### src/rtl/priority_decoder_dispatch.sv
// priority_decoder_dispatch: turns an encoded request back into a one-hot grant held until ack or timeout
module priority_decoder_dispatch #(
  parameter int TIMEOUT = 15,
  localparam int TW = $clog2(TIMEOUT + 1)
) (
  input  logic       clk,
  input  logic       rst_n,
  input  logic [2:0] in_code,
  input  logic       in_idle,
  input  logic       in_valid,
  output logic       in_ready,
  output logic [7:0] grant,
  input  logic [7:0] ack,
  output logic       done,
  output logic       timeout,
  output logic [2:0] last_code,
  output logic       ack_err,
  output logic       busy
);
  typedef enum logic [1:0] {IDLE, GRANT, RELEASE} state_t;
  state_t state, state_n;
  logic [TW-1:0] timer, timer_n;
  logic [7:0] grant_n;
  logic [2:0] last_code_n;
  logic done_n, timeout_n, hit, expire;
  assign in_ready = state == IDLE;
  assign busy = state != IDLE;
  assign hit = ack[last_code];
  assign expire = timer == TW'(TIMEOUT - 1);
  always_comb begin
    state_n = state;
    grant_n = grant;
    timer_n = timer;
    last_code_n = last_code;
    done_n = 1'b0;
    timeout_n = 1'b0;
    case (state)
      IDLE: if (in_valid && !in_idle) begin
        state_n = GRANT;
        grant_n = 8'(1) << in_code;
        timer_n = '0;
        last_code_n = in_code;
      end
      GRANT: if (hit || expire) begin
        state_n = RELEASE;
        grant_n = '0;
        done_n = hit;
        timeout_n = !hit;
      end else begin
        timer_n = timer + 1'b1;
      end
      default: state_n = IDLE;
    endcase
  end
  always_ff @(posedge clk or negedge rst_n) begin
    if (!rst_n) begin
      state <= IDLE;
      grant <= '0;
      timer <= '0;
      last_code <= '0;
      done <= 1'b0;
      timeout <= 1'b0;
      ack_err <= 1'b0;
    end else begin
      state <= state_n;
      grant <= grant_n;
      timer <= timer_n;
      last_code <= last_code_n;
      done <= done_n;
      timeout <= timeout_n;
      ack_err <= |(ack & ~grant);
    end
  end
endmodule

### config.mk
export PLATFORM = sky130hd
export DESIGN_NAME = priority_decoder_dispatch
export DESIGN_NICKNAME = d
export VERILOG_FILES = /design/src/rtl/priority_decoder_dispatch.sv
export SDC_FILE = /design/constraint.sdc
export NUM_CORES = 1
export LEC_CHECK = 0
export CELL_PAD_IN_SITES_DETAIL_PLACEMENT = 1
export CELL_PAD_IN_SITES_GLOBAL_PLACEMENT = 1
export CORE_MARGIN = 1.5
export CORE_UTILIZATION = 30
export CTS_CLUSTER_SIZE = 20
export DETAILED_ROUTE_END_ITERATION = 16
export DONT_BUFFER_PORTS = 1
export GPL_TIMING_DRIVEN = 0
export PLACE_DENSITY = 0.58
export REMOVE_ABC_BUFFERS = 1
export SLEW_MARGIN = 20
export SYNTH_ARGS = -nofsm -noshare
export SYNTH_HDL_FRONTEND = slang
export SYNTH_SLANG_ARGS = --single-unit
export TNS_END_PERCENT = 100
### constraint.sdc
create_clock -name clk -period 2.53 [get_ports clk]
set_input_delay 0.253 -clock clk [delete_from_list [all_inputs] [get_ports clk]]
set_output_delay 0.253 -clock clk [all_outputs]
set_load 0.05 [all_outputs]
## Word-level counts from Yosys, hierarchy flattened

Index checks and enable logic that the tools add are counted.

| operators by class | value |
|---|---|
| add/subtract/negate cells | 1 |
| $lt $le $gt $ge | 1 |
| equality and inequality tests | 5 |
| shift operators | 1 |
| mux-type cells | 15 |
| bitwise operators | 2 |
| reduce and logical (&&, ||, !) cells | 12 |

Operators with widths:

| cell | count |
|---|---|
| 2-to-1 mux 8 bit | 2 |
| one-hot mux 8 bit (2 select lines) | 1 |
| AND 8 bit | 1 |
| 2-to-1 mux 4 bit | 2 |
| NOT 8 bit | 1 |
| one-hot mux 4 bit (2 select lines) | 1 |
| OR reduction 8 bit | 1 |
| << shifter 1 x 3 -> 8 bit, first input constant | 1 |
| AND reduction 3 bit | 2 |
| 2-to-1 mux 1 bit | 5 |
| adder 4 x 1 -> 4 bit, second input constant | 1 |
| equality test 4 bit, second input constant | 1 |
| less-than comparator 3 x 4 -> 1 bit, second input constant | 1 |
| 2-to-1 mux 2 bit | 2 |
| != test 2 bit, second input constant | 2 |
| one-hot mux 2 bit (2 select lines) | 1 |
| AND reduction 2 bit | 2 |
| nonzero test 2 bit | 2 |
| binary-select mux 1 bit (select 3 bit) | 1 |
| equality test 2 x 1 -> 1 bit, second input constant | 1 |
| logical NOT 1 bit | 2 |
| logical NOT 2 bit | 1 |
| != test 2 x 1 -> 1 bit, second input constant | 1 |
| logical AND 1 bit | 1 |
| logical OR 1 bit | 1 |

| word-level totals | value |
|---|---|
| register bits | 20 |
| output and inout port bits | 16 |

## Logic depth before layout (Yosys ltp)

| logic depth | value |
|---|---|
| depth in word-level cells | 5 |
| gate-level depth with buffers | 6 |

## Least setup slack after synthesis

No wires, ideal clock.

| timing path | value |
|---|---|
| path kind | register to register |
| start point | reg last_code[0] |
| end point | reg timer[3] |
| library setup time | 0.126 ns |
| data arrival time | 2.188 ns |
| data required time | 2.404 ns |
| setup slack | 0.215 ns |
| stages on the path, launching flop included | 5 |
| buffers on the path | 0 |
| cells stage by stage | dfrtp_1 mux2_2 mux4_2 or2_1 a311o_1 |

| on the way | value |
|---|---|
| longest elaborated chain between the ends | 5 |

Ends and longest elaborated chain:

| item | line | RTL |
|---|---|---|
| start: declaration | 16 | `output logic [2:0] last_code,` |
| start signal: assignment | 68 | `last_code <= last_code_n;` |
| binary-select mux 1 bit (select 3 bit) | 28 | `assign hit = ack[last_code];` |
| 2-to-1 mux 1 bit (not written as such) | 28 |  |
| logical OR 1 bit | 44 | `GRANT: if (hit \|\| expire) begin` |
| != test 2 bit (no line) | -- |  |
| AND reduction 3 bit (no line) | -- |  |
| end signal: assignment | 67 | `timer <= timer_n;` |
| end: declaration | 22 | `logic [TW-1:0] timer, timer_n;` |

Every way passes these cells. The select of a mux whose other input is x is not followed.
A chain may end at the register's enable or synchronous reset.

## Final worst setup path

Same ends and word-level chain as after synthesis.

==> flow_summary.json <==
{
  "fmax_ghz": 0.427,
  "numCtsBuffers": 3,
  "floorplan.initialDensity_pct": 31.5,
  "hold_path_class": "input port to register",
  "cts.path.max_buffers": 2,
  "worstSkewPairLatency_ns": 0.29,
  "port_buffers": 0,
  "final_common_cell": "dfrtp_1",
  "drc": 0,
  "grt_usage_pct": 14.4,
  "setup_violations": 0,
  "period_share_pct": 92.6,
  "cts_tree": "built",
  "tns_ns": 0,
  "startpoint": "last_code[0]",
  "end_kind": "register",
  "h-tree-depth": 1,
  "ioPinCount": 31,
  "ant_nets": 0,
  "firstDrtPassIters": 3,
  "timing.final.ws_setup_ns": 0.187,
  "slowest_stage": "mux4_2",
  "ys_ff_latch": 20,
  "p_leak_uw": 0.000478,
  "r2r-start": "last_code[0]",
  "setup.worst_path.start_class": "register",
  "die_h_um": 59.4,
  "crit_required_ns": 2.71,
  "core_area_mm2": 0.00303,
  "grt_pass1_vias": 731,
  "peakVddDrop_uv": 281,
  "cap_viol_max_count": 0,
  "cp.arrival_ns": 2.52,
  "routabilityCongestion": 0.777,
  "tightest_slew_ns": 1.04,
  "post-place-ws_ns": 0.0301,
  "finalHoldViolCount": 0,
  "rows": 20,
  "dpl.hpwl_um": 1730,
  "cpPeakStageDelay_ns": 0.60,
  "rsz0062_at_grt": "false",
  "synthesis.area_um2": 955,
  "antenna_cells": 0,
  "antenna_found_initial": 0,
  "stdcell_area_mm2": 0.00104,
  "finalHoldWorstSlack_ns": 0.106,
  "synth_cell_types": 28,
  "clock_skew_ns": 0.00651,
  "syn_inst": 84,
  "crit_family": "multiplexers",
  "clkTransAtPathRegs_ns": 0.10,
  "crit_buf_inv": 0,
  "hold_path.startpoint": "in_code[0]",
  "synth-seq-area-share_pct": 52.4,
  "grt_pass1_wl_um": 3750,
  "vias": 690,
  "die_w_um": 59.4,
  "first_iter_violations": 16,
  "powerDensity_mw_per_mm2": 1190,
  "dieArea_mm2": 0.00353,
  "cp_max_fo": 9,
  "min_period_ns": 2.34,
  "slew_headroom_pct": 30.6,
  "viasPerCell": 5.23,
  "layout-drive-gt1-share_pct": 12.5,
  "yosysWarnings": 0,
  "wl_per_cell_um": 16.6,
  "clock_sinks": 20,
  "crit_type": "register to register",
  "root_buffer": "clkbuf_4",
  "outcome": "complete, no violations",
  "area_growth_pct": 9.31,
  "mostFrequentLayoutCells": "dfrtp_1, inv_1, a22o_1, mux2_2, nor2b_1",
  "grt_max_degree": 21,
  "place_area_mm2": 0.00101,
  "final_nets": 107,
  "drt-total-wl_um": 2190,
  "worstPathCellList": "mux2_1, mux4_2, or2_1, a311o_1",
  "grt-ovfl-total": 0,
  "avgSynthCellArea_um2": 11.4,
  "finalMaxSlewViolations": 0
}
[state kept, by name, summed over array words and instances (netlist names)]
signal,flops
last_code,3
state,2
timer,4
timeout,1
grant,8
done,1
ack_err,1
[cells in the mapped netlist]
cell type / n / share of area [%]
o21ai_0: 2 / 1.0
or4b_1: 1 / 1.0
o22ai_1: 4 / 2.6
nor2b_1: 5 / 3.3
or4_1: 1 / 0.79
mux2_1: 1 / 1.2
o211ai_1: 1 / 0.79
o221ai_1: 1 / 0.92
nor4_1: 1 / 0.66
mux2i_1: 1 / 1.0
nor3_1: 1 / 0.52
a32o_1: 2 / 2.1
inv_1: 12 / 4.7
mux4_2: 1 / 2.4
mux2_2: 5 / 5.9
dfrtp_1: 20 / 52
ha_1: 2 / 2.6
and3_1: 2 / 1.3
a311o_1: 1 / 1.0
or2_1: 1 / 0.66
a22o_1: 6 / 5.5
nand3_1: 2 / 1.0
o221ai_2: 1 / 1.6
a21o_1: 1 / 0.79
nor2_1: 4 / 1.6
and2_1: 1 / 0.66
nand2_1: 3 / 1.2
nand2b_1: 1 / 0.66
[what timing repair did]
item                       in CTS  in global routing
buffers inserted                0                  0
hold endpoints to repair       20                  0
gates resized for setup         0                  1
setup endpoints to repair       0                  4
hold buffers                    1                  0
[final timing paths]
kind	end	slack [ns]	cells after the start
max in group asynchronous	last_code[0]	1.38	1
hold / removal	last_code[0]	0.11	1
setup / recovery	timer[3]	0.19	4
min in group asynchronous	grant[5]	0.53	1
hold reg to reg	timer[0]	0.55	1
setup reg to reg	timer[3]	0.19	4
[final cells by class]
type / count / area, µm²
Clock buffer: 3 / 22.5
Fill cell: 338 / 1980
Inverter: 12 / 45.0
Multi-Input combinational cell: 52 / 409
Sequential cell: 20 / 502
Tap cell: 44 / 55.1
Timing Repair Buffer: 1 / 10.0
[worst register-to-register path: stages, from the launching register on]
cell     delay [ns]
dfrtp_2        0.59
mux2_1         0.38
mux4_2         0.60
or2_1          0.33
a311o_1        0.33
[routing by layer]
metal | GRT usage (%) | up-vias | routed length, µm
met3 | 3.06 | 2 | 69
met4 | 6.82 | 0 | 17
met5 | 0 | - | 0
met1 | 17.5 | 358 | 983
li1 | - | 319 | -
met2 | 24.2 | 11 | 1120
[cell families after synthesis]
family	Yosys count	share of synthesized area, %
AND/OR/NAND/NOR	23	13.4
adder cells (fa/ha/maj)	2	2.62
AO/OA/AOI/OAI	19	16.4
buffers and inverters	12	4.72
flip-flops	20	52.4
multiplexers	8	10.5
[metrics by stage]
step,power (µW),instances,utilization (%)
floorplan,1000,84,-
detailed placement,1100,128,33.3
finish,1240,132,34.5
CTS,1260,132,34.4
global placement,1090,128,33.3
global route,1330,132,34.5
[report_power, final]
group | total [µW] | switching [µW] | internal, µW
logic | 400 | 254 | 146
clock network | 148 | 92.2 | 55.4
registers | 697 | 292 | 405
total | 1240 | 638 | 606
(Power assumes the default switching activity.)
